<file path="config.mk">
export PLATFORM = sky130hd
export DESIGN_NAME = led_scroll_gen_flat
export DESIGN_NICKNAME = d
export VERILOG_FILES = /design/src/rtl/led_scroll_gen_pkg.sv /design/src/rtl/led_scroll_gen_if.sv /design/src/rtl/led_scroll_gen_scroll_tick.sv /design/src/rtl/led_scroll_gen.sv /design/src/flat_wrapper.sv
export SDC_FILE = /design/constraint.sdc
export NUM_CORES = 1
export LEC_CHECK = 0
export BUFFER_PORTS_ARGS = -buffer_cell sky130_fd_sc_hd__buf_2
export CAP_MARGIN = 20
export CORE_UTILIZATION = 37
export DETAILED_ROUTE_END_ITERATION = 12
export PLACE_DENSITY = 0.49
export SLEW_MARGIN = 10
export SYNTH_ARGS = -nofsm -noshare
export SYNTH_HDL_FRONTEND = slang
export SYNTH_SLANG_ARGS = --single-unit
</file>
<file path="constraint.sdc">
create_clock -name clk -period 9.3 [get_ports clk]
set_input_delay 2.325 -clock clk [delete_from_list [all_inputs] [get_ports clk]]
set_output_delay 2.325 -clock clk [all_outputs]
set_load 0.02 [all_outputs]
</file>
<file path="src/rtl/led_scroll_gen_pkg.sv">
// Shared types and constants for the LED scroll engine.
// Holds the state enum, the blank segment pattern and the default step divider.
package led_scroll_pkg;

    localparam logic [7:0] BLANK        = 8'hFF;
    localparam int         DEFAULT_DVSR = 25_000_000;
    localparam int         N_DIGITS     = 4;

    typedef enum logic [1:0] {
        EMPTY,
        STATIC,
        SCROLL,
        PAUSE
    } scroll_state_t;

    // Mode implied by a message length and the scroll enable.
    function automatic scroll_state_t state_for(input int unsigned len_v, input logic en_v);
        if (len_v == 0)
            return EMPTY;
        else if (len_v <= N_DIGITS)
            return STATIC;
        else if (en_v)
            return SCROLL;
        else
            return PAUSE;
    endfunction

endpackage

</file>
<file path="src/rtl/led_scroll_gen_if.sv">
// Control/data bundle between a message source and led_scroll_gen.
// The master writes patterns and steers scrolling; the slave drives the four digits.
interface led_scroll_gen_if #(
    parameter int ADDR_W = 4
);
    logic              wr_en;
    logic [7:0]        wr_data;
    logic              clr;
    logic              en;
    logic              dir;
    logic [7:0]        in3;
    logic [7:0]        in2;
    logic [7:0]        in1;
    logic [7:0]        in0;
    logic [ADDR_W:0]   len;
    logic              full;
    logic              step;

    modport master (
        output wr_en, wr_data, clr, en, dir,
        input  in3, in2, in1, in0, len, full, step
    );

    modport slave (
        input  wr_en, wr_data, clr, en, dir,
        output in3, in2, in1, in0, len, full, step
    );
endinterface

</file>
<file path="src/rtl/led_scroll_gen_scroll_tick.sv">
// Mod-DVSR tick counter for the scroll engine: counts while enabled,
// holds while disabled, and raises step during the last count of each period.
import led_scroll_pkg::*;

module scroll_tick #(
    parameter int DVSR = DEFAULT_DVSR
) (
    input  logic clk,
    input  logic reset_n,
    input  logic en,
    input  logic clr,
    output logic step
);
    localparam int              CW   = (DVSR > 1) ? $clog2(DVSR) : 1;
    localparam logic [CW-1:0]   LAST = CW'(DVSR - 1);

    logic [CW-1:0] cnt_reg;

    // Clear wins over a pending step so a cleared message never advances.
    assign step = en && !clr && (cnt_reg == LAST);

    always_ff @(posedge clk or negedge reset_n) begin
        if (!reset_n)
            cnt_reg <= '0;
        else if (clr)
            cnt_reg <= '0;
        else if (en)
            cnt_reg <= (cnt_reg == LAST) ? '0 : cnt_reg + CW'(1);
    end

endmodule

</file>
<file path="src/rtl/led_scroll_gen.sv">
// Message buffer and four-digit scroll window feeding disp_mux in3..in0.
// Define SCROLL_GAP_EN to insert one blank digit between message end and restart.
import led_scroll_pkg::*;

module led_scroll_gen #(
    parameter int ADDR_W = 4,
    parameter int DVSR   = DEFAULT_DVSR
) (
    input  logic             clk,
    input  logic             reset_n,
    led_scroll_gen_if.slave  bus
);
    localparam int DEPTH = 2 ** ADDR_W;
    localparam int LW    = ADDR_W + 1;
    localparam int IW    = ADDR_W + 2;

    logic [7:0]                 mem_reg [DEPTH];
    scroll_state_t              state_reg, state_next;
    logic [LW-1:0]              len_reg, len_next;
    logic [LW-1:0]              ptr_reg, ptr_next;
    logic                       full_reg;
    logic [N_DIGITS-1:0][7:0]   win_reg, win_next;

    logic                       wr_ok;
    logic                       step;
    logic                       tick_en;
    logic                       tick_clr;
    logic                       rotating;
    logic [LW-1:0]              span;
    logic [LW-1:0]              vis_lim;

`ifdef SCROLL_GAP_EN
    // Virtual index len is the blank gap; everything below it is message.
    assign span    = len_reg + LW'(1);
    assign vis_lim = len_reg;
`else
    assign span    = len_reg;
    assign vis_lim = LW'(DEPTH);
`endif

    assign rotating = (state_reg == SCROLL) || (state_reg == PAUSE);
    assign tick_en  = (state_reg == SCROLL);
    assign tick_clr = bus.clr || !rotating;

    scroll_tick #(.DVSR(DVSR)) u_tick (
        .clk     (clk),
        .reset_n (reset_n),
        .en      (tick_en),
        .clr     (tick_clr),
        .step    (step)
    );

    always_comb begin
        wr_ok    = bus.wr_en && !full_reg && !bus.clr;
        len_next = len_reg;
        if (bus.clr)
            len_next = '0;
        else if (wr_ok)
            len_next = len_reg + LW'(1);

        state_next = state_for(32'(len_next), bus.en);

        // Wrap uses the current span, so a same-cycle write does not shift it.
        ptr_next = ptr_reg;
        if (tick_clr)
            ptr_next = '0;
        else if (step) begin
            if (!bus.dir)
                ptr_next = (ptr_reg == span - LW'(1)) ? '0 : ptr_reg + LW'(1);
            else
                ptr_next = (ptr_reg == '0) ? span - LW'(1) : ptr_reg - LW'(1);
        end
    end

    genvar gi;
    generate
        for (gi = 0; gi < N_DIGITS; gi++) begin : g_digit
            logic [IW-1:0] idx_raw;
            logic [IW-1:0] idx;
            logic [7:0]    digit_next;

            // ptr < span and gi < span, so one conditional subtract is the modulo.
            assign idx_raw = IW'(ptr_reg) + IW'(gi);
            assign idx     = (idx_raw >= IW'(span)) ? idx_raw - IW'(span) : idx_raw;

            always_comb begin
                digit_next = BLANK;
                case (state_reg)
                    STATIC: begin
                        if (LW'(gi) < len_reg)
                            digit_next = mem_reg[gi];
                    end
                    SCROLL, PAUSE: begin
                        if (idx < IW'(vis_lim))
                            digit_next = mem_reg[idx[ADDR_W-1:0]];
                    end
                    default: digit_next = BLANK;
                endcase
            end

            assign win_next[gi] = digit_next;
        end
    endgenerate

    always_ff @(posedge clk or negedge reset_n) begin
        if (!reset_n) begin
            state_reg <= EMPTY;
            len_reg   <= '0;
            full_reg  <= 1'b0;
            ptr_reg   <= '0;
            win_reg   <= {N_DIGITS{BLANK}};
        end else begin
            state_reg <= state_next;
            len_reg   <= len_next;
            full_reg  <= (len_next == LW'(DEPTH));
            ptr_reg   <= ptr_next;
            win_reg   <= win_next;
        end
    end

    // Pattern storage survives reset and clr; only len decides what is visible.
    always_ff @(posedge clk) begin
        if (wr_ok)
            mem_reg[len_reg[ADDR_W-1:0]] <= bus.wr_data;
    end

    assign bus.in3  = win_reg[0];
    assign bus.in2  = win_reg[1];
    assign bus.in1  = win_reg[2];
    assign bus.in0  = win_reg[3];
    assign bus.len  = len_reg;
    assign bus.full = full_reg;
    assign bus.step = step;

endmodule

</file>
<file path="src/flat_wrapper.sv">
// flat-port wrapper written by rule: the top's interface ports become plain ports
module led_scroll_gen_flat 
#(
    parameter int ADDR_W = 4,
    parameter int DVSR   = DEFAULT_DVSR
)
  (clk, reset_n, bus_wr_en, bus_wr_data, bus_clr, bus_en, bus_dir, bus_in3, bus_in2, bus_in1, bus_in0, bus_len, bus_full, bus_step);
  led_scroll_gen_if #(.ADDR_W(ADDR_W)) bus_i ();
  input  logic clk;
  input  logic reset_n;
  input wire logic [$bits(bus_i.wr_en)-1:0] bus_wr_en;
  input wire logic [$bits(bus_i.wr_data)-1:0] bus_wr_data;
  input wire logic [$bits(bus_i.clr)-1:0] bus_clr;
  input wire logic [$bits(bus_i.en)-1:0] bus_en;
  input wire logic [$bits(bus_i.dir)-1:0] bus_dir;
  output wire logic [$bits(bus_i.in3)-1:0] bus_in3;
  output wire logic [$bits(bus_i.in2)-1:0] bus_in2;
  output wire logic [$bits(bus_i.in1)-1:0] bus_in1;
  output wire logic [$bits(bus_i.in0)-1:0] bus_in0;
  output wire logic [$bits(bus_i.len)-1:0] bus_len;
  output wire logic [$bits(bus_i.full)-1:0] bus_full;
  output wire logic [$bits(bus_i.step)-1:0] bus_step;
  assign bus_i.wr_en = bus_wr_en;
  assign bus_i.wr_data = bus_wr_data;
  assign bus_i.clr = bus_clr;
  assign bus_i.en = bus_en;
  assign bus_i.dir = bus_dir;
  assign bus_in3 = bus_i.in3;
  assign bus_in2 = bus_i.in2;
  assign bus_in1 = bus_i.in1;
  assign bus_in0 = bus_i.in0;
  assign bus_len = bus_i.len;
  assign bus_full = bus_i.full;
  assign bus_step = bus_i.step;
  led_scroll_gen #(.ADDR_W(ADDR_W), .DVSR(DVSR)) u_core (.clk(clk), .reset_n(reset_n), .bus(bus_i));
endmodule
</file>
==> results of run 1 <==
[worst register-to-register path, stage by stage, from the launching register on]
cell	delay [ns]
dfrtp_1	0.80
inv_1	0.38
ha_1	0.37
xnor2_1	0.36
ha_1	0.36
nor2b_1	0.20
o31a_1	0.35
o21ai_2	0.56
nand2_2	0.38
buf_4	0.45
mux2i_1	0.23
mux2_2	0.31
a2111oi_0	0.45
a2bb2oi_1	0.33
[synth_stat cells (6+ instances only)]
library cell  instances  share of area, %
a211o_1               8              0.51
a211oi_1              7              0.38
a21oi_1              28               1.0
a221oi_1              9              0.57
a311oi_1              7              0.45
a31oi_1              23               1.0
a32oi_1              25               1.6
and2_1                7              0.32
and3_1                8              0.36
buf_2                33               1.2
buf_6                 8              0.66
clkbuf_1             27              0.74
dfrtp_1              38               6.9
dfstp_2              32               6.1
edfxtp_1            128                28
ha_1                 31               2.8
inv_1                25              0.68
mux2_2               50               4.1
mux2i_1             151                11
nand2_1             193               5.3
nand2b_1             19              0.87
nand3_1              88               3.2
nand4_1              15              0.68
nor2_1               87               2.4
nor2b_1              12              0.55
nor3_1               34               1.2
nor4_1                6              0.27
o2111ai_1            14              0.89
o211a_1              16               1.2
o211ai_1             45               2.5
o21a_1                9              0.49
o21ai_0              71               2.6
o21bai_1              8              0.44
o22ai_1               8              0.36
or3_1                 7              0.32
xnor2_1              23               1.5
xor2_1                9              0.57
[kinds of logic (layout without fill, tap and decap cells)]
kind of cell / after synthesis / count (layout)
and+or+nand+nor: 497 / 497
AOI/OAI and AO/OA: 326 / 326
muxes: 204 / 204
DFF: 198 / 198
buffers and inverters: 106 / 154
adders and majority gates: 35 / 35
xor gates and xnor gates: 32 / 32
other: 0 / 2
[final cells by class]
cell class	instances	share of cell area (%)
multi-input combinational	1094	50.4
sequential	198	37.2
timing repair buffer	94	3.88
tap	468	3.86
clock buffer	23	3.53
inverter	28	0.693
clock inverter	9	0.478
antenna	2	0.0330
[per-stage QoR]
stage          hold WS (ns)  power (µW)  util [%]  instance area [µm²]  setup slack, ns
2_1_floorplan         0.443        1340         -                13700             3.80
3_3_place_gp          0.478        1480      39.7                14500             3.81
3_5_place_dp          0.478        1480      39.7                14500             3.86
4_1_cts               0.492        2250      41.3                15100             3.80
5_1_grt               0.503        2330      41.4                15200             3.49
6_report              0.493        2250      41.4                15200             3.66
[power by group]
part / switching [µW] / internal (µW) / total (µW)
clock network: 362 / 414 / 776
registers: 11.4 / 951 / 963
logic: 328 / 184 / 513
total: 702 / 1550 / 2250
[routing by layer]
metal	vias to the layer above	track usage, %	part of all wire (%)
met3	119	6.30	8.8
met2	605	41.8	44
met5	-	0	0.023
met4	2	13.2	4.2
met1	5934	37.9	43
li1	5364	-	-
[worst max-delay path by stage]
| stage | depth (start not counted) | slack (ns) | start | endpoint |
|---|---|---|---|---|
| CTS | 13 | 3.80 | u_core.ptr_reg[0]$_DFFE_PN0P_ | u_core.bus.in0[0]$_DFF_PN1_ |
| finish | 13 | 3.66 | u_core.ptr_reg[0]$_DFFE_PN0P_ | u_core.bus.in0[0]$_DFF_PN1_ |
| detailed placement | 13 | 3.86 | u_core.ptr_reg[0]$_DFFE_PN0P_ | u_core.bus.in0[0]$_DFF_PN1_ |
| global route | 13 | 3.49 | u_core.ptr_reg[0]$_DFFE_PN0P_ | u_core.bus.in0[7]$_DFF_PN1_ |
| floorplan | 3 | 3.80 | bus_clr | bus_step |
| global placement | 4 | 3.81 | bus_clr | bus_step |
==> flow_summary_export.csv, run 1 <==
group,metric,value,unit
layout,multiInputGateArea,7640,µm²
die,core,36600,µm²
cts,clock_path_buffers,2,
placement,hpwl,34.5,mm
cts,htreeDepth,4,
synth,muxShareOfSynthArea,15.4,%
cts,insertion_delay,0.46,ns
timing,period_share,60.6,%
power_and_ir_drop,irDropWorstVdd,0.122,mV
grt,grt_max_degree,71,
setup_path,critical-path-top-delay-family,"compound AO/OA/AOI/OAI gates",
die,io_pins,53,
synth,seq_area_frac_synth,41.0,%
synth,synth-xor-area-share,2.04,%
timing,tns,0,ns
cts,post_cts_resized,0,
die,die_x,195,µm
worst_hold_path,hold_start,"u_core.u_tick.cnt_reg[20]$_DFFE_PN0P_",
synth,synth_top_family_by_area,"compound AO/OA/AOI/OAI gates",
synth,synth-adder-area-share,3.41,%
setup_path,slowest_delay,0.80,ns
cts,holdBufCountCts,0,
synth,synth_compound_area_share,17.4,%
layout,largest_reg_flops,128,
setup_path,critPathMaxFanout,35,
setup_path,cp.required,9.64,ns
synth,synthesis.area,13700,µm²
cts,cts_setup_buffers,0,
timing,finalHoldViolCount,0,
timing,period_needed,5.64,ns
timing,setup_violations,0,
route,via_count,12000,
setup_path,reg2reg_depth,13,
placement,gp_congestion,0.919,
layout,drive_above_1_share,17.0,%
timing,relSlewSlack,26.7,%
worst_hold_path,whs_path_depth,1,
die,die_area,37900,µm²
synth,synthSimpleGateAreaFrac,16.8,%
cts,path_clk_slew,0.07,ns
setup_path,regToRegEndpoint,"u_core.bus.in0[0]$_DFF_PN1_",
setup_path,start_kind,"flip-flop",
grt,grt_pass1_wl,76.8,mm
synth,postSynth.asyncResetShare,35.4,%
synth,synthDistinctLibCells,88,
setup_path,crit_slowest_cell,"dfrtp_1",
timing,slew_viol_final,0,
flow_run,max_cap_viol_count,0,
setup_path,cp.arrival,5.98,ns
synth,ys.flop_type,"edfxtp_1",
timing,worst_slew_pin_slew,1.09,ns
synth,yosys_warnings,0,
placement,io_buffers,52,
die,placementRows,70,
synth,yosys_register_bits,198,
synth,synth_nets,1447,
timing,rsz0062_at_grt,"no",
setup_path,cp_common_cell,"ha_1",
worst_hold_path,worst_hold_path_type,"flip-flop to flip-flop",
grt,first_global_vias,11400,
cts,root_buffer,"clkbuf_16",
timing,finClkSkew,0.0102,ns
layout,stdcell_count,1916,
power_and_ir_drop,leakage,0.00575,µW
layout,area_delta_synth_final,10.4,%
layout,final.fill_count,3557,
setup_path,r2r-start,"u_core.ptr_reg[0]$_DFFE_PN0P_",
cts,cts.sinks,198,
layout,final_common_cell,"nand2_1",
synth,synth-edff-count,128,
setup_path,end_kind,"flip-flop",
route,wl,52.7,mm
route,drc,0,
layout,regArea,5640,µm²
route,wl_per_cell,27.5,µm
grt,grt_antenna_before_repair,4,
route,dr.pass1.iters,5,
setup_path,timing.critical_path.buf_inv,2,
power_and_ir_drop,power.density,148,nW/µm²
route,vias_per_cell,6.28,
layout,layout_common_cells,"193 x nand2_1, 149 x mux2i_1, 128 x edfxtp_1",
grt,grtUsageTotal,27.8,%
route,drt_iter0_drc,1447,
setup_path,rrSetupSlack,3.66,ns
timing,max_freq,177,MHz
setup_path,crit_chain,"inv_1 -> ha_1 -> xnor2_1 -> ha_1 -> nor2b_1 -> o31a_1 -> o21ai_2 -> nand2_2 -> buf_4 -> mux2i_1 -> mux2_2 -> a2111oi_0 -> a2bb2oi_1",
cts,numCtsBuffers,17,
setup_path,criticalPathCategory,"flip-flop to flip-flop",
cts,cts_tree,"built",
status,outcome,"complete, no violations",
placement,placed_cells,1880,
die,die_h,195,µm
synth,syn_avg_cell_area,9.82,µm²
synth,syn_inst,1398,
die,initial_core_util,37.5,%
grt,grt_overflow,0,
layout,finish.net_count,1482,
route,drtAntennaViolNets,0,
worst_hold_path,hold_end,"u_core.u_tick.cnt_reg[20]$_DFFE_PN0P_",
(Power assumes the default switching activity.)
==> run 2: changes to the inputs <==
==> constraint.sdc (replaced) <==
create_clock -name clk -period 5.3 [get_ports clk]
set_input_delay 1.325 -clock clk [delete_from_list [all_inputs] [get_ports clk]]
set_output_delay 1.325 -clock clk [all_outputs]
set_load 0.02 [all_outputs]
==> run 2 against run 1 <==
Against the previous run:
- global-route usage is 1.1 points higher
- combinational power rose by 84%
- worst setup slack worse by 3.3 ns
- clock-buffer cell count fell by 4
- die area is the same
- sequential power rose by 75%
- non-clock buffer count rose by 34
- sequential share of layout area decreased by 0.48 points
- maximum frequency up 15%
- critical path depth is 2 higher
- design area up 1.3%
- critical path type unchanged
- critical endpoint is now u_core.bus.in2[1]$_DFF_PN1_
==> flow_summary_export.csv, run 2 (synthesis gave the netlist of run 1 again) <==
group,metric,value,unit
cts,clock_path_buffers,2,
status,outcome,"complete, no violations",
power_and_ir_drop,leakage,0.00588,µW
die,io_pins,53,
grt,grt_antenna_before_repair,1,
grt,grt_max_degree,65,
layout,finish.net_count,1516,
setup_path,criticalPathCategory,"flip-flop to flip-flop",
route,dr.pass1.iters,5,
setup_path,cp.required,5.65,ns
timing,setup_ws,0.385,ns
power_and_ir_drop,netSwitchingFraction,31.8,%
placement,placed_cells,1916,
power_and_ir_drop,p_seq_share,42.9,%
power_and_ir_drop,p_comb_share,24.0,%
timing,finalHoldViolCount,0,
timing,finClkSkew,0.0100,ns
grt,first_global_vias,11700,
timing,relSlewSlack,22.3,%
layout,largest_reg_flops,128,
power_and_ir_drop,p_switching,1250,µW
setup_path,start_kind,"flip-flop",
placement,pre_cts_ws,0.530,ns
placement,hpwl,37.4,mm
timing,period_share,92.7,%
timing,worst_slew_pin_slew,1.17,ns
cts,cts_setup_buffers,0,
grt,grt_pass1_wl,79.8,mm
die,placementRows,70,
cts,root_buffer,"clkbuf_16",
route,vias_per_cell,6.30,
layout,regArea,5640,µm²
cts,post_cts_resized,0,
timing,period_needed,4.92,ns
cts,numCtsBuffers,17,
layout,multiInputGateArea,7620,µm²
layout,drive_above_1_share,18.5,%
route,via_count,12300,
grt,grt_overflow,0,
placement,place_area,14800,µm²
power_and_ir_drop,irDropWorstVdd,0.254,mV
layout,final.fill_count,3620,
cts,htreeDepth,4,
setup_path,end_kind,"flip-flop",
timing,slew_viol_final,0,
grt,grtUsageTotal,28.9,%
layout,area_delta_synth_final,11.9,%
power_and_ir_drop,pwr-share-clk,33.1,%
timing,max_freq,203,MHz
route,drtAntennaViolNets,0,
cts,cts.sinks,198,
route,wl,54.5,mm
die,die_h,195,µm
timing,rsz0062_at_grt,"no",
power_and_ir_drop,power.density,256,nW/µm²
route,drt_iter0_drc,1221,
layout,stdcell_count,1949,
route,wl_per_cell,28.0,µm
worst_hold_path,worst_hold_path_type,"flip-flop to flip-flop",
placement,io_buffers,52,
layout,final_area,15400,µm²
power_and_ir_drop,fin_total_pwr,3940,µW
route,drc,0,
cts,cts_tree,"built",
layout,final_common_cell,"nand2_1",
power_and_ir_drop,intPower,2680,µW
cts,holdBufCountCts,0,
cts,insertion_delay,0.46,ns
timing,setup_violations,0,
die,initial_core_util,37.5,%
die,core,36600,µm²
placement,gp_congestion,0.964,
flow_run,max_cap_viol_count,0,
layout,layout_common_cells,"193 x nand2_1, 149 x mux2i_1, 128 x edfxtp_1",
setup_path,critPathMaxFanout,17,
die,die_x,195,µm
cts,path_clk_slew,0.08,ns
die,die_area,37900,µm²
setup_path,cp.arrival,5.26,ns
timing,tns,0,ns
[run 2: stage by stage]
stage	hold slack (ns)	utilization, %
2_1_floorplan	0.443	-
3_3_place_gp	0.474	40.5
3_5_place_dp	0.474	40.5
4_1_cts	0.487	42.0
5_1_grt	0.490	42.0
6_report	0.484	42.0
[run 2: area by class of cell]
| cell class | instances | share of cell area, % |
|---|---|---|
| flip-flops and latches | 198 | 36.7 |
| diodes | 1 | 0.0163 |
| clock inverters | 13 | 0.773 |
| inverters | 28 | 0.684 |
| multi-input cells | 1094 | 49.6 |
| repair buffers | 128 | 5.67 |
| clock buffers | 19 | 2.82 |
| well taps | 468 | 3.81 |
[run 2: routing by layer]
layer	vias up	routed length, µm	track usage (%)
li1	5440	-	-
met1	6091	23800	40.2
met2	652	24300	44.6
met3	104	4370	4.70
met4	0	2000	11.9
met5	-	0	0
[run 2: critical path: stages, from the launching register on]
cell     delay (ns)
dfrtp_1        0.63
ha_1           0.45
nand2_1        0.14
xnor2_1        0.34
inv_1          0.20
ha_1           0.40
o21ai_0        0.21
a21o_1         0.15
nand3_1        0.28
buf_4          0.29
mux2i_4        0.64
buf_4          0.28
nand2_1        0.06
a32oi_1        0.25
a31oi_1        0.15
nor3_1         0.32
[run 2: path summary, 6_finish.rpt]
check	depth (start not counted)	slack, ns	to	start
worst max register to register	15	0.38	u_core.bus.in2[1]$_DFF_PN1_	u_core.ptr_reg[2]$_DFFE_PN0P_
worst min register to register	1	0.48	u_core.u_tick.cnt_reg[20]$_DFFE_PN0P_	u_core.u_tick.cnt_reg[20]$_DFFE_PN0P_
max in group asynchronous	2	3.51	u_core.bus.in2[4]$_DFF_PN1_	reset_n
min in group asynchronous	1	0.94	u_core.ptr_reg[3]$_DFFE_PN0P_	reset_n
worst min-delay path	1	0.48	u_core.u_tick.cnt_reg[20]$_DFFE_PN0P_	u_core.u_tick.cnt_reg[20]$_DFFE_PN0P_
worst max-delay path	15	0.38	u_core.bus.in2[1]$_DFF_PN1_	u_core.ptr_reg[2]$_DFFE_PN0P_
[run 2: power groups by stage]
stage | sequential, µW | combinational [µW] | clock [µW]
2_1_floorplan | 1720 | 623 | 0
5_1_grt | 1690 | 998 | 1380
6_report | 1690 | 944 | 1300
3_5_place_dp | 1720 | 922 | 0
4_1_cts | 1690 | 926 | 1320
3_3_place_gp | 1720 | 914 | 0
==> run 3: changes to the inputs <==
==> constraint.sdc (replaced) <==
create_clock -name clk -period 5.3 [get_ports clk]
set_input_delay 0 -clock clk [delete_from_list [all_inputs] [get_ports clk]]
set_output_delay 0 -clock clk [all_outputs]
set_load 0.02 [all_outputs]
==> run 3 against run 2 <==
Against the previous run:
- global-route usage shrank 0.11 points
- sequential cell count is the same
- sequential share of layout area shrank 0.29 points
- sequential power is essentially flat
- die area is the same
- via count is essentially flat
- clock power is essentially flat
- design area grew 0.80%
- critical path type unchanged
- critical endpoint is now u_core.bus.in2[5]$_DFF_PN1_
- largest cell class unchanged
==> flow_summary_export.csv, run 3 (synthesis gave the netlist of run 1 again) <==
group,metric,value,unit
die,initial_core_util,37.5,%
grt,grt_overflow,0,
layout,final_common_cell,"nand2_1",
cts,post_cts_resized,0,
route,dr.pass1.iters,5,
setup_path,crit_end,"u_core.bus.in2[5]$_DFF_PN1_",
setup_path,r2r-start,"u_core.ptr_reg[2]$_DFFE_PN0P_",
route,via_count,12300,
layout,largest_reg_flops,128,
setup_path,cp.arrival,4.99,ns
cts,numCtsBuffers,17,
route,wl_per_cell,27.6,µm
cts,path_clk_slew,0.08,ns
setup_path,reg2reg_depth,15,
grt,grt_pass1_wl,79.3,mm
die,die_area,37900,µm²
power_and_ir_drop,power.density,255,nW/µm²
timing,worst_slew_pin_slew,1.16,ns
power_and_ir_drop,fin_total_pwr,3950,µW
flow_run,max_cap_viol_count,0,
setup_path,cp.required,5.68,ns
layout,diodes,0,
setup_path,critPathMaxFanout,20,
placement,io_buffers,52,
cts,cts_tree,"built",
die,io_pins,53,
grt,grt_util_met3,6.82,%
route,vias_per_cell,6.28,
setup_path,regToRegEndpoint,"u_core.bus.in2[5]$_DFF_PN1_",
cts,clock_path_buffers,2,
status,outcome,"complete, no violations",
timing,finClkSkew,0.0120,ns
layout,layout_common_cells,"193 x nand2_1, 149 x mux2i_1, 128 x edfxtp_1",
cts,insertion_delay,0.46,ns
route,drtAntennaViolNets,0,
setup_path,end_kind,"flip-flop",
timing,period_share,87.0,%
timing,tns,0,ns
layout,drive_above_1_share,18.5,%
timing,slew_viol_final,0,
die,die_x,195,µm
worst_hold_path,whs_path_depth,4,
setup_path,start_kind,"flip-flop",
power_and_ir_drop,irDropWorstVdd,0.257,mV
setup_path,criticalPathCategory,"flip-flop to flip-flop",
grt,grt_use_met2,43.9,%
timing,period_needed,4.61,ns
placement,hpwl,36.1,mm
die,die_h,195,µm
layout,fin_util,42.3,%
placement,place_area,14700,µm²
route,drt_iter0_drc,1272,
layout,final_area,15500,µm²
grt,busiest_layer,"met2",
grt,grtUsageTotal,28.8,%
timing,rsz0062_at_grt,"no",
setup_path,crit_start,"u_core.ptr_reg[2]$_DFFE_PN0P_",
grt,grt_max_degree,65,
setup_path,rrSetupSlack,0.69,ns
cts,root_buffer,"clkbuf_16",
grt,grt_antenna_before_repair,0,
worst_hold_path,worst_hold_path_type,"primary input to flip-flop",
placement,gp_congestion,0.943,
timing,max_freq,217,MHz
timing,setup_violations,0,
grt,first_global_vias,11600,
route,wl,54.0,mm
layout,area_delta_synth_final,12.8,%
grt,grtUsageMet1,38.5,%
route,drc,0,
timing,finalHoldViolCount,0,
timing,relSlewSlack,22.5,%
die,core,36600,µm²
die,placementRows,70,
cts,htreeDepth,4,
layout,finish.net_count,1526,
power_and_ir_drop,leakage,0.00593,µW
cts,cts.sinks,198,
-- run 3: worst min path at each step --
| stage | from | end | slack [ns] |
|---|---|---|---|
| 6_report | bus_wr_en | u_core.bus.len[0]$_DFF_PN0_ | 0.06 |
| 5_1_grt | bus_wr_en | u_core.bus.len[0]$_DFF_PN0_ | 0.09 |
| 4_1_cts | bus_wr_en | u_core.bus.len[0]$_DFF_PN0_ | 0.04 |
| 3_5_place_dp | reset_n | u_core.ptr_reg[4]$_DFFE_PN0P_ | -0.08 |
| 3_3_place_gp | reset_n | u_core.ptr_reg[4]$_DFFE_PN0P_ | -0.07 |
| 2_1_floorplan | reset_n | u_core.bus.full$_DFF_PN0_ | -0.30 |
-- run 3: repair_timing --
item / CTS / global route
hold buffers: 13 / 0
buffers inserted: 0 / 4
endpoints found under the setup margin: 0 / 1
hold endpoints to repair: 161 / 0
-- run 3: layer usage --
metal,wire (µm),vias up
met5,0,-
met4,2540,0
met3,4840,123
met2,23400,683
met1,23100,6035
li1,-,5449
-- run 3: where the power goes --
part / switching (µW) / total [µW] / internal, µW / leakage (µW)
Sequential: 20.6 / 1690 / 1670 / 0.00202
Clock: 657 / 1320 / 660 / 0.000273
Combinational: 588 / 945 / 358 / 0.00364
Total: 1270 / 3950 / 2690 / 0.00593
-- run 3: cell type report --
cell class / count / area (µm²)
Fill cell: 3569 / 21100
Timing Repair Buffer: 138 / 978
Inverter: 28 / 105
Clock buffer: 17 / 425
Tap cell: 468 / 586
Multi-Input combinational cell: 1094 / 7620
Clock inverter: 15 / 144
Sequential cell: 198 / 5640
-- run 3: critical path, stage by stage (launching register included) --
cell and delay, ns:
dfrtp_1 0.63, ha_1 0.48, nand2_1 0.15, xnor2_1 0.33, inv_1 0.20, ha_1 0.44, o21ai_0 0.10, a21o_1 0.19
nand3_1 0.49, mux2i_4 0.44, buf_4 0.20, buf_12 0.17, nand2_1 0.07, a32oi_1 0.26, a31oi_1 0.15, nor3_1 0.22
-- run 3: per-stage QoR --
| stage | hold slack (ns) | worst slack [ns] | cells |
|---|---|---|---|
| after floorplan | -0.296 | 1.84 | 1398 |
| after global placement | -0.0701 | 0.548 | 1909 |
| after detailed placement | -0.0787 | 0.448 | 1909 |
| after CTS | 0.0372 | 0.393 | 1954 |
| after global routing | 0.0864 | 0.431 | 1958 |
| final | 0.0573 | 0.690 | 1958 |
